[config.mk]
export PLATFORM = sky130hd
export DESIGN_NAME = ins_sequencer
export DESIGN_NICKNAME = d
export VERILOG_FILES = /design/src/rtl/ins_sequencer.sv
export SDC_FILE = /design/constraint.sdc
export NUM_CORES = 1
export LEC_CHECK = 0
export CORE_ASPECT_RATIO = 1.4
export CORE_MARGIN = 5
export CORE_UTILIZATION = 40
export DETAILED_ROUTE_END_ITERATION = 8
export SLEW_MARGIN = 10
export SYNTH_ARGS = -nofsm -noshare
export SYNTH_HDL_FRONTEND = slang
export SYNTH_SLANG_ARGS = --single-unit
[constraint.sdc]
create_clock -name clk -period 3.5 [get_ports clk]
set_input_delay 0.7 -clock clk [delete_from_list [all_inputs] [get_ports clk]]
set_output_delay 0.7 -clock clk [all_outputs]
set_load 0.05 [all_outputs]
[src/rtl/ins_sequencer.sv]
// Instruction sequencer: issues a loaded program buffer one word per cycle to a
// CPU ins port, inserting a single bubble on a read-after-write register hazard.
module ins_sequencer #(
    parameter int ins_width = 18,
    parameter int depth     = 16
) (
    input  logic                         clk,
    input  logic                         rst_n,
    input  logic                         load_en,
    input  logic [$clog2(depth)-1:0]     load_addr,
    input  logic [ins_width-1:0]         load_data,
    input  logic                         start,
    input  logic [$clog2(depth):0]       length,
    input  logic                         abort,
    output logic [ins_width-1:0]         ins,
    output logic                         ins_valid,
    output logic                         busy,
    output logic                         done
);

    localparam int aw = $clog2(depth);
    localparam int pw = aw + 1;

    typedef enum logic [1:0] {
        IDLE = 2'd0,
        RUN  = 2'd1,
        DONE = 2'd2
    } state_t;

    state_t               state_q, state_d;
    logic [pw-1:0]        pc_q, pc_d;
    logic [pw-1:0]        len_q, len_d;
    logic [ins_width-1:0] ins_q, ins_d;
    logic                 ins_valid_q, ins_valid_d;
    logic                 done_q, done_d;
    logic                 wr_en;

    logic [ins_width-1:0] prog_mem [depth];

    logic [ins_width-1:0] next_word;
    logic                 shift_op;
    logic                 hazard;
    logic                 start_ok;

    assign next_word = prog_mem[pc_q[aw-1:0]];
    // Opcodes 110/111 carry a shift amount in the rs2 slot, not a register.
    assign shift_op  = (next_word[17:16] == 2'b11);
    assign hazard    = ins_valid_q &&
                       ((ins_q[14:10] == next_word[9:5]) ||
                        (!shift_op && (ins_q[14:10] == next_word[4:0])));
    assign start_ok  = start && (length != '0) && (length <= pw'(depth));

    // NOTE: program storage has no reset so it maps onto plain RAM and keeps
    // its contents across rst_n.
    always_ff @(posedge clk) begin
        if (wr_en) begin
            prog_mem[load_addr] <= load_data;
        end
    end

    // NOTE: sequential state uses non-blocking assignments so every flop
    // samples the pre-edge values regardless of statement order.
    always_ff @(posedge clk or negedge rst_n) begin
        if (!rst_n) begin
            state_q     <= IDLE;
            pc_q        <= '0;
            len_q       <= '0;
            ins_q       <= '0;
            ins_valid_q <= 1'b0;
            done_q      <= 1'b0;
        end else begin
            state_q     <= state_d;
            pc_q        <= pc_d;
            len_q       <= len_d;
            ins_q       <= ins_d;
            ins_valid_q <= ins_valid_d;
            done_q      <= done_d;
        end
    end

    always_comb begin
        // NOTE: default assignment first keeps this block latch-free.
        state_d = state_q;
        case (state_q)
            IDLE:    if (start_ok) state_d = RUN;
            RUN: begin
                if (abort)              state_d = IDLE;
                else if (pc_q == len_q) state_d = DONE;
            end
            DONE:    state_d = IDLE;
            default: state_d = IDLE;
        endcase
    end

    always_comb begin
        pc_d        = pc_q;
        len_d       = len_q;
        ins_d       = ins_q;
        ins_valid_d = ins_valid_q;
        done_d      = done_q;
        wr_en       = 1'b0;
        case (state_q)
            IDLE: begin
                wr_en = load_en;
                if (start_ok) begin
                    len_d       = length;
                    ins_d       = prog_mem[0];
                    ins_valid_d = 1'b1;
                    pc_d        = pw'(1);
                end
            end
            RUN: begin
                if (abort) begin
                    ins_valid_d = 1'b0;
                    done_d      = 1'b0;
                    pc_d        = '0;
                end else if (pc_q == len_q) begin
                    ins_valid_d = 1'b0;
                    done_d      = 1'b1;
                end else if (hazard) begin
                    ins_valid_d = 1'b0;
                end else begin
                    ins_d       = next_word;
                    ins_valid_d = 1'b1;
                    pc_d        = pc_q + 1'b1;
                end
            end
            DONE: begin
                done_d      = 1'b0;
                ins_valid_d = 1'b0;
                if (abort) pc_d = '0;
            end
            default: begin
                ins_valid_d = 1'b0;
                done_d      = 1'b0;
                pc_d        = '0;
            end
        endcase
    end

    assign ins       = ins_q;
    assign ins_valid = ins_valid_q;
    assign done      = done_q;
    assign busy      = (state_q == RUN) || (state_q == DONE);

endmodule

* After elaboration in Yosys (flattened, before gate mapping)
Memory sizes are Yosys's and may differ from the RTL's. Cells that the tools add are included.
Cells by class: add/subtract/negate cells 1, magnitude comparators 1, equal/unequal tests 14, mux-type cells 26, bitwise logic cells 1, reduce and logical (&&, ||, !) cells 15
Operators with widths (count):
- $mux W18 | 4
- $pmux W18 S2 | 1
- $mux W5 | 5
- $eq A5 B5 Y1 | 3
- $pmux W5 S3 | 1
- $ne A2 B2 Y1 const B | 5
- $mux W1 | 9
- $ne A3 B3 Y1 const B | 3
- $mux W2 | 3
- $reduce_and A2 Y1 | 3
- $add A5 B1 Y5 const B | 1
- $le A5 B5 Y1 const B | 1
- $reduce_and A5 Y1 | 1
- $reduce_bool A5 Y1 | 1
- $eq A2 B2 Y1 const B | 2
- $logic_and A1 B1 Y1 | 4
- $pmux W1 S2 | 2
- $pmux W2 S2 | 1
- $reduce_and A4 Y1 | 1
- $eq A2 B1 Y1 const B | 1
- $logic_not A2 Y1 | 1
- $logic_or A1 B1 Y1 | 2
- $reduce_bool A2 Y1 | 1
- $logic_not A1 Y1 | 1
- $not A1 Y1 | 1
Word-level totals: flip-flop bits (word level) 32, RAM bits 288, input bits 32, output and inout bits 21, logic and storage cells 65, memories kept 1
Memory list:
- prog_mem | words 16, bits a word 18, rd ports 2, clocked after Yosys merged registers in 0, wr ports 1, RTL line 38 | logic [ins_width-1:0] prog_mem [depth];

* Depth between registers and ports, before layout
Gate-level depths: netlist (run 1). An unclocked memory read counts as a cell.
depth after elaboration 10, gate-level depth with buffers 13, gate-level depth less buffers 8

* Worst setup path before layout (run 1)
No wires, ideal clock.
path kind reg-to-reg, start register state_q[0], end memory prog_mem[0][0], enable pin, arrival time 2.571 ns, path slack 0.513 ns, cell stages (with the launch flop) 7, path buffers 1, clock period less this slack 2.987 ns, cells stage by stage dfrtp_1 > inv_1 > ha_1 > clkbuf_1 > nand2_1 > or3_1 > nor3_1
Between the ends: cells in the longest elaborated chain, start to end 4
RTL lines:
- from (decl) | RTL line 30 | state_t state_q, state_d;
- from (signal assigned) | RTL line 72 | state_q <= state_d;
- $logic_not A2 Y1 | RTL line 102 | case (state_q)
- $mux W1 | RTL line 102
- $mux W1 | RTL line 56 | if (wr_en) begin
- $mux W1 (not written as such) | RTL line 57 | prog_mem[load_addr] <= load_data;
- to (decl) | RTL line 38
Every way passes these cells.

* Worst setup path in the final report (run 1)
start register pc_q[0], end register ins_q[14], in the netlist ins[14]
Between the ends: cells in the longest elaborated chain, start to end 8, elaborated cells between the ends (all ways) 16
RTL lines:
- from (decl) | RTL line 31 | logic [pw-1:0] pc_q, pc_d;
- from (signal assigned) | RTL line 73 | pc_q <= pc_d;
- $mem_v2 Z16 W18
- $eq A2 B2 Y1 | RTL line 47 | assign shift_op = (next_word[17:16] == 2'b11);
- $logic_not A1 Y1 | RTL line 50 | (!shift_op && (ins_q[14:10] == next_word[4:0])));
- $logic_and A1 B1 Y1 | RTL line 50
- $logic_or A1 B1 Y1 | RTL line 49 | ((ins_q[14:10] == next_word[9:5]) ||
- $logic_and A1 B1 Y1 | RTL line 48 | assign hazard = ins_valid_q &&
- $ne A2 B2 Y1 (no source line)
- $reduce_and A5 Y1 (no source line)
- to (signal assigned) | RTL line 75 | ins_q <= ins_d;
- to (decl) | RTL line 33 | logic [ins_width-1:0] ins_q, ins_d;
Several ways; a longest one is shown, not always the timed one. The select of a mux whose other input is x is not followed. A chain may end at the register's enable or synchronous reset.

==> flow_summary.json, run 1 <==
{
  "status": "completed",
  "finalWirelength_um": 31680,
  "track_usage": 0.1754,
  "cap_violations": 0,
  "final_util": 0.4728,
  "synth_most_common_cell": "edfxtp_1",
  "dp.cells": 1176,
  "die_x_um": 162.9,
  "antenna_left": 0,
  "ys_top_cells_by_count": "edfxtp_1 (288), mux4_2 (74), dfrtp_1 (32), nand2_1 (30), nor2_1 (23)",
  "grt_start_max_net_pins": 40,
  "maxSlewHeadroom": 0.2535,
  "fin_skew_ps": 9.727,
  "ir_drop_uv": 385.8,
  "syn_nets": 713,
  "ys_types": 58,
  "place_area_um2": 14360,
  "dpl.hpwl_um": 20190,
  "ys.flop_type": "edfxtp_1",
  "worstHoldStart": "prog_mem[0][1]",
  "port_buffers": 52,
  "cts_buffer_depth": 3,
  "cts_hold_buffers": 0,
  "initial_utilization": 0.4039,
  "fp.coreArea_um2": 32400,
  "power_density_nw_per_um2": 748.7,
  "htree_levels": 1,
  "syn_area_um2": 13090,
  "pwr-share-clk": 0.280,
  "worstPathArrival_ps": 3730,
  "antenna_found_initial": 0,
  "diodes": 0,
  "cts.sinks": 320,
  "cts_buffers": 29,
  "drt_iter0_markers": 601,
  "synthTopCellsByArea": "edfxtp_1 (66%), mux4_2 (13%), dfrtp_1 (6.1%)",
  "start_kind": "flip-flop",
  "synth_seq_cells": 320,
  "gp_congestion": 0.8373,
  "period_minus_slack_ps": 3250,
  "whs_endpoint": "ins[1]",
  "setup_violations": 0,
  "seq_area_frac_synth": 0.7221,
  "rsz0062_at_grt": "no",
  "final-hold-violation-count": 0,
  "rr_startpoint": "pc_q[0]",
  "row_count": 78,
  "p_leak_nw": 4.933,
  "maxSlewViolCount": 0,
  "ys_async_sr_fraction": 0.1000,
  "p_switching_mw": 3.680,
  "r2r_slack_ps": 250,
  "fin_nets": 803,
  "cp.required_ps": 3980,
  "finalSetupTns_ps": 0,
  "worstSetupEndpointType": "flip-flop",
  "drt-vias-per-instance": 5.584,
  "die_y_um": 224.0,
  "cts.repair.resized": 0,
  "power.total_mw": 11.47,
  "path_max_fanout": 27,
  "clockRootBuffer": "clkbuf_16",
  "stdcell_count": 1229,
  "dr.pass1.iters": 5,
  "grt_pass1_vias": 7309,
  "clk_latency_ps": 560,
  "grt_pass1_wl_um": 47670,
  "seqPwrFrac": 0.416,
  "p_int_mw": 7.789,
  "tritoncts": "built",
  "cpPeakStageDelay_ps": 550,
  "yosys_warnings": 0,
  "holdCritPathClass": "reg2reg",
  "vias": 6863,
  "finalCritPeriodShare": 0.9286,
  "pin_count": 53,
  "synth_area_leader_cell": "edfxtp_1",
  "r2r_end": "ins[14]",
  "grt_remaining_overflow": 0,
  "drc": 0,
  "drive_gt1_frac": 0.2700,
  "die-area_um2": 36480,
  "fmax_mhz": 307.7,
  "reg2reg_depth": 11,
  "p_comb_frac": 0.304,
  "critical_path_class": "reg2reg",
  "min_path_cells": 2,
  "slowest_stage": "dfrtp_4",
  "fin_area_um2": 15320,
  "clk_pin_slew_ps": 70,
  "synth_top_area_frac": 0.6609,
  "tightest_slew_ps": 1116,
  "wl_per_cell_um": 25.77,
  "areaGrowthSynthToFinish_pct": 17.06,
  "swShare": 0.3209,
  "cp_cell_sequence": "buf_12, mux4_2, a22o_1, nor2_1, buf_4, o21ai_0, a211oi_2, a21o_4, buf_4, o211ai_1, nand4_1",
  "cts_setup_buffers": 0,
  "crit_top_cell": "buf_4",
  "postSynthCellCount": 677,
  "synth-edff-count": 288,
  "syn_avg_cell_area_um2": 19.33
}
how the worst max path moves through the flow:
stage | to | cells past startpoint | startpoint | slack, ps
floorplan | prog_mem[0][0] | 6 | state_q[0] | 510
global placement | ins[10] | 11 | pc_q[0] | 330
detailed placement | ins[10] | 11 | pc_q[0] | 260
CTS | ins[10] | 11 | pc_q[0] | 220
global route | ins[11] | 11 | pc_q[0] | 30
finish | ins[14] | 11 | pc_q[0] | 250
state kept, by name (all words and copies together), names as in the netlist:
signal / cells
prog_mem: 288
ins: 18
len_q: 5
pc_q: 5
state_q: 2
done: 1
ins_valid: 1
stage by stage:
step / setup slack, ps / hold WS, ps
floorplan: 513.3 / 404.4
global placement: 333.4 / 487.8
detailed placement: 259.3 / 484.3
CTS: 218.3 / 500.3
global route: 29.93 / 532.9
finish: 250.0 / 508.5
area by class of cell:
| class | instances | area [um^2] |
|---|---|---|
| clock inverter | 12 | 147.6 |
| fill | 2674 | 17080 |
| clock buffer | 41 | 810.8 |
| inverter | 6 | 22.52 |
| tap | 440 | 550.5 |
| sequential | 320 | 9457 |
| multi-input combinational | 311 | 3407 |
| timing repair buffer | 99 | 923.4 |
worst max-delay path, delay by kind of cell (launching register included):
kind	cells	cell delay [ps]
AO/OA/AOI/OAI	5	1160
flip-flops	1	550
multiplexers	1	520
AND/OR/NAND/NOR	2	290
buffers and inverters	3	620
logic make-up (layout without fill, tap and decap cells):
group           after synthesis  count (layout)  synth area share
compound gates               81              81           0.05306
xor+xnor                     14              14          0.009944
flops                       320             320            0.7221
simple gates                118             118           0.04618
fa+ha+maj                     4               4          0.003825
buf+inv                      46             158           0.02142
mux                          94              94            0.1435
cell usage in the layout (no fill, tap or decap), types with 12 or more instances in the layout:
cell type,count
dfrtp_1,30
clkdlybuf4s50_1,52
edfxtp_1,288
o211ai_1,15
buf_4,43
a22oi_1,12
mux4_2,74
clkbuf_16,29
nor2_2,12
nand2_1,30
nand3_1,22
power by group through the flow:
stage          logic [mW]  registers (mW)  clock network (mW)
6_report             3.49            4.77                3.21
5_1_grt              3.74            4.79                3.43
3_3_place_gp         3.47            4.83                   0
2_1_floorplan        2.25            5.00                   0
4_1_cts              3.53            4.77                3.27
3_5_place_dp         3.52            4.85                   0
metal layers:
| metal | routed length, um | GRT usage | vias up |
|---|---|---|---|
| li1 | - | - | 2961 |
| met3 | 1655 | 0.02503 | 48 |
| met2 | 17040 | 0.3154 | 226 |
| met5 | 0 | 0 | - |
| met4 | 727 | 0.04656 | 0 |
| met1 | 12250 | 0.2229 | 3628 |
(Power assumes the default switching activity.)
==> run 2: changes to the inputs <==
GPL_ROUTABILITY_DRIVEN = 0   (was unset)
==> results of run 2 <==
Same layout as run 1: the final DEF is identical, and so are final timing and power.
